`config.mk`:
```
export PLATFORM = sky130hd
export DESIGN_NAME = hello_world_core
export DESIGN_NICKNAME = d
export VERILOG_FILES = /design/src/rtl/hello_world_pkg.sv /design/src/rtl/hello_world_pipe.sv /design/src/rtl/hello_world_core.sv
export SDC_FILE = /design/constraint.sdc
export NUM_CORES = 1
export LEC_CHECK = 0
export ABC_AREA = 1
export CORE_MARGIN = 2
export CORE_UTILIZATION = 45
export CTS_BUF_LIST = sky130_fd_sc_hd__clkbuf_4
export CTS_CLUSTER_SIZE = 10
export DETAILED_ROUTE_END_ITERATION = 8
export GPL_TIMING_DRIVEN = 0
export PLACE_DENSITY = 0.79
export SLEW_MARGIN = 0
export SYNTH_ARGS = -nofsm -noshare
export SYNTH_HDL_FRONTEND = slang
export SYNTH_SLANG_ARGS = --single-unit
```
`constraint.sdc`:
```
create_clock -name ap_clk -period 2.9 [get_ports ap_clk]
set_clock_uncertainty 0.15 [all_clocks]
set_input_delay 0.58 -clock ap_clk [delete_from_list [all_inputs] [get_ports ap_clk]]
set_output_delay 0.58 -clock ap_clk [all_outputs]
set_load 0.03 [all_outputs]
```
`src/rtl/hello_world_pkg.sv`:
```
// Shared constants and types for the hello_world increment kernel.
package hello_world_pkg;

  localparam int unsigned DATA_W_DEFAULT = 32;
  localparam int unsigned INCR_DEFAULT   = 1;
  localparam int unsigned MAX_LATENCY    = 8;

  typedef logic [DATA_W_DEFAULT-1:0] data_t;

endpackage

```
`src/rtl/hello_world_pipe.sv`:
```
// LATENCY-stage valid+data delay line; data registers load only alongside their valid bit.
module hello_world_pipe #(
  parameter int unsigned DATA_W  = 32,
  parameter int unsigned LATENCY = 1
) (
  input  logic              ap_clk,
  input  logic              ap_rst,
  input  logic              in_vld,
  input  logic [DATA_W-1:0] in_data,
  output logic              out_vld,
  output logic [DATA_W-1:0] out_data,
  output logic              busy
);

  logic [LATENCY-1:0] vld_q;
  logic [DATA_W-1:0]  data_q [LATENCY];

  always_ff @(posedge ap_clk) begin
    if (ap_rst) begin
      vld_q <= '0;
      for (int i = 0; i < int'(LATENCY); i++) begin
        data_q[i] <= '0;
      end
    end else begin
      vld_q[0] <= in_vld;
      if (in_vld) begin
        data_q[0] <= in_data;
      end
      for (int i = 1; i < int'(LATENCY); i++) begin
        vld_q[i] <= vld_q[i-1];
        // Hold stale data on bubbles so the last stage keeps the previous result.
        if (vld_q[i-1]) begin
          data_q[i] <= data_q[i-1];
        end
      end
    end
  end

  assign out_vld  = vld_q[LATENCY-1];
  assign out_data = data_q[LATENCY-1];
  assign busy     = |vld_q;

endmodule

```
`src/rtl/hello_world_core.sv`:
```
// Fully pipelined b = a + INCR kernel with ap_start/ap_done block control, II = 1.
module hello_world_core
  import hello_world_pkg::*;
#(
  parameter int unsigned DATA_W  = DATA_W_DEFAULT,
  parameter int unsigned INCR    = INCR_DEFAULT,
  parameter int unsigned LATENCY = 1
) (
  input  logic              ap_clk,
  input  logic              ap_rst,
  input  logic              ap_start,
  input  logic [DATA_W-1:0] a,
  output logic              ap_ready,
  output logic              ap_done,
  output logic              ap_idle,
  output logic [DATA_W-1:0] b,
  output logic              b_ap_vld
);

  // Out-of-range latencies are clamped into the supported 1..MAX_LATENCY window.
  localparam int unsigned Depth = (LATENCY < 1)           ? 1 :
                                  (LATENCY > MAX_LATENCY) ? MAX_LATENCY : LATENCY;
  localparam logic [DATA_W-1:0] IncrW = DATA_W'(INCR);

  logic              accept;
  logic [DATA_W-1:0] sum;
  logic              out_vld;
  logic              busy;

  assign accept = ap_start & ~ap_rst;
  assign sum    = a + IncrW;

  hello_world_pipe #(
    .DATA_W  (DATA_W),
    .LATENCY (Depth)
  ) u_pipe (
    .ap_clk   (ap_clk),
    .ap_rst   (ap_rst),
    .in_vld   (accept),
    .in_data  (sum),
    .out_vld  (out_vld),
    .out_data (b),
    .busy     (busy)
  );

  assign ap_ready = accept;
  assign ap_done  = out_vld;
  assign b_ap_vld = out_vld;
  assign ap_idle  = ~ap_start & ~busy;

endmodule

```
## After elaboration in Yosys (flattened, before gate mapping)

Memory sizes are Yosys's and may differ from the RTL's.
Cells that the tools add are included.

- Register bits: 1
- RAM bits: 32
- Output and inout port bits: 36
- Memories kept: 1

Memories:

| memory | depth | bits a word | read ports | clocked after memory_dff | write ports | RTL line | source |
|---|---|---|---|---|---|---|---|
| u_pipe.data_q | 1 | 32 | 1 | 0 | 1 | hello_world_pipe.sv:16 | `logic [DATA_W-1:0] data_q [LATENCY];` |

- Add/sub/neg operators: 1
- Multiplexer cells: 7
- Bitwise gates (word level): 5
- Reduce and logical (&&, ||, !) cells: 1

Operators by type and width:

| kind | number |
|---|---|
| $add 32x1->32 const B | 1 |
| $mux 32 | 1 |
| $reduce_or 32->1 | 1 |
| $mux 1 | 6 |
| $not 1->1 | 3 |
| $and 1x1->1 | 2 |

## Logic depth before layout (Yosys ltp)

- Depth in word-level cells: 7
- Gate-level depth with buffers: 8
- Gate-level depth less buffers: 8

## Hierarchy

A second synthesis with hierarchy kept.

- Cell total of the unflattened synthesis: 302
- Area total of the unflattened synthesis: 2378.5 µm²

Modules (own cells, without submodules):

| module | instances | cells each | area an instance (µm²) | sequential area each (µm²) |
|---|---|---|---|---|
| hello_world_pipe | 1 | 105 | 1360.1 | 980.9 |
| hello_world_core | 1 | 197 | 1018.5 | 0.0 |

## Worst setup path before layout

OpenSTA, ideal clock, no wires.

- Kind: input to register
- Start: in a[0]
- End: mem u_pipe.data_q[0][30] (data pin)
- Library setup time: 255 ps
- Arrival: 1364 ps
- Data required time: 2495 ps
- Path slack: 1131 ps
- Stages: 8
- Path buffers: 0
- Cell sequence: ha_1 -> nand2_1 -> nor2_4 -> nand2_1 -> nor2_4 -> nand3_1 -> nand2_1 -> nor2_1

- Word-level cells in the longest chain between the ends: 2

Ends and longest elaborated chain:

| element | RTL line | source |
|---|---|---|
| from (decl) | hello_world_core.sv:12 | `input logic [DATA_W-1:0] a,` |
| $add 32x1->32 | hello_world_core.sv:31 | `assign sum = a + IncrW;` |
| $mux 32 (no line) | n/a |  |
| to (decl) | hello_world_pipe.sv:16 |  |

Every way passes these cells.

## Worst setup path in the final report

- Start: in ap_start
- End: out ap_ready

- Word-level cells in the longest chain between the ends: 1

Ends and longest elaborated chain:

| element | RTL line | source |
|---|---|---|
| from (decl) | hello_world_core.sv:11 | `input logic ap_start,` |
| $and 1x1->1 | hello_world_core.sv:30 | `assign accept = ap_start & ~ap_rst;` |
| to (decl) | hello_world_core.sv:13 | `output logic ap_ready,` |

Every way passes these cells.

==> impl_metrics.toml <==
[die]
start_util = 0.464
die_h_um = 71.0
die_area_sq_um = 5040
core_area_sq_um = 4350
io_pins = 71
rows = 24
fp.dieW_um = 71.0

[placement]
dp_slack_ns = -0.138
numPortBuffers = 70
gp_congestion = 0.885
hpwl_um = 3810
placedCellCount = 379

[clocking]
clk_pin_slew_ns = 0.12
ctsHoldBuffers = 0
clock-sinks = 33
cts_root_buf = "clkbuf_4"
clockBufferDepth = 2
cts_made_buffers = 5
htree_levels = 2
tritoncts = "done"

[global_route]
grt_pass1_vias = 1764
grt_use_total = 0.210
overflow = 0
grt_max_degree = 33
antenna_found_initial = 0
grt_pass1_wl_um = 8170

[final_layout]
area_delta_synth_final_pct = 41.7
instances_no_fill = 387
final_cell_mix = "clkdlybuf4s50_1 (69), nand2_1 (67), nor2_1 (59)"
nFillCells = 381
num-nets-final = 370
antenna_cells = 0
layout_commonest_cell = "clkdlybuf4s50_1"
drive_above_1_share = 0.0836

[detailed_routing]
drt-wirelength-per-cell_um = 12.7
dr.pass1.iters = 4
wl_um = 4900
drt_iter0_drc = 180
final_antenna_net_count = 0
drcViolationCount = 0
viasPerCell = 4.93
dr_total_vias = 1908

[sta]
slew_violations = 0
finalSetupViolCount = 0
period_minus_slack_ns = 2.75
rsz0062_at_grt = "false"
hold_viol = 0
post-route-period-util = 0.948
slew_headroom = 0.486
worstMarginPinSlew_ns = 0.770
fin_ws_ns = 0.150
fmax_ghz = 0.364

[yosys]
synthTopCellsByArea = "edfxtp_1 (48%), nand2_1 (12%), nor2_1 (11%), a21oi_1 (5.4%), nor2_4 (5.0%)"
seq_area_frac_synth = 0.485
synthXorXnorAreaFrac = 0.0130
synth_simple_gate_area_frac = 0.363
synth_top_area_share = 0.476
synth_top_family_by_area = "simple AND/OR/NAND/NOR gates"
yosys_register_bits = 33
synth_top_area_cell = "edfxtp_1"
ys_warn_count = 0
synth_mux_area_frac = 0
syn-instance-count = 257
yosysUniqueCellTypes = 22
synth_fa_ha_area_frac = 0.00619
syn-cell-area_sq_um = 2020
syn_nets = 293
synth_compound_area_frac = 0.0817
synth_area_per_cell_sq_um = 7.86

[critical_path]
critPathRequiredTime_ns = 2.17
worstPathArrival_ns = 2.02
cp-start-kind = "input pin"
cp-end-kind = "output pin"
crit_type = "input pin to output pin"
cp_max_fo = 10

[pwr]
peakVddDrop_uv = 228
power_density_nw_per_um2 = 428
p_leak_uw = 0.00112

[hold_path]
hp-class = "input pin to flop"

[flow_run]
maxCapViolCount = 0

[status]
status = "completed"
[layout make-up]
type / instances / area, sq um / area share
Multi-Input combinational cell: 199 / 938 / 0.328
Inverter: 21 / 78.8 / 0.0275
Sequential cell: 33 / 981 / 0.343
Clock inverter: 2 / 33.8 / 0.0118
Timing Repair Buffer: 70 / 699 / 0.244
Tap cell: 52 / 65.1 / 0.0227
Buffer: 4 / 22.5 / 0.00786
Clock buffer: 6 / 45.0 / 0.0157
[synth_stat cells (all sizes together)]
library cell and count:
nor2 72, nand2 70, edfxtp 32, a21oi 22
inv 21, nand3 15, o21ai 8, buf 4
and2 2, nor3 2, o21a 2, xor2 2
dfxtp 1, ha 1, nor3b 1, or2 1
xnor2 1
[worst max-delay path, cell delays in order]
cell and delay (ns):
clkdlybuf4s50_1 0.49, inv_1 0.07, nor2_2 0.16, buf_2 0.28, dlygate4sd2_1 0.43
[registers in the layout, summed over array words and instances (netlist names)]
signal and flops:
u_pipe.busy 1, u_pipe.data_q 32
[cells by family (layout without fill, tap and decap cells)]
group                    count (synthesis)  after routing
AO/OA/AOI/OAI                           32             32
XOR/XNOR                                 3              3
adder cells (fa/ha/maj)                  1              1
buffers and inverters                   25            103
flip-flops                              33             33
AND/OR/NAND/NOR                        163            163
[final timing paths]
kind	start	endpoint	depth (start not counted)
worst min-delay path	ap_rst	u_pipe.busy$_SDFF_PP0_	2
worst max-delay path	ap_start	ap_ready	5
[power by group]
part           leakage [uW]  internal [uW]  switching (uW)  total [uW]
logic              0.000726            131             176         306
clock network     0.0000433            189             158         347
registers          0.000352            564            9.89         574
total               0.00112            883             344        1230
[through the flow]
stage	setup TNS [ns]	hold slack (ns)	utilization	total power, uW	cell area, sq um
floorplan	0	0.502	-	738	2020
global placement	-0.127	1.01	0.640	887	2790
detailed placement	-0.138	1.04	0.640	891	2790
CTS	0	0.685	0.658	1230	2860
global route	0	0.689	0.658	1280	2860
finish	0	0.671	0.658	1230	2860
[routing by layer]
metal,share of wire,track usage,wire length [um]
met1,0.44,0.278,2150
met4,0.020,0.0755,99
met5,0,0,0
met2,0.48,0.339,2330
met3,0.064,0.0470,314
[timing repair]
action | 4_1_cts | 5_1_grt
buffers inserted | 0 | 0
resized for setup | 1 | 0
endpoints found under the setup margin | 1 | 0
No activity file was read; power rests on OpenSTA's default activity.
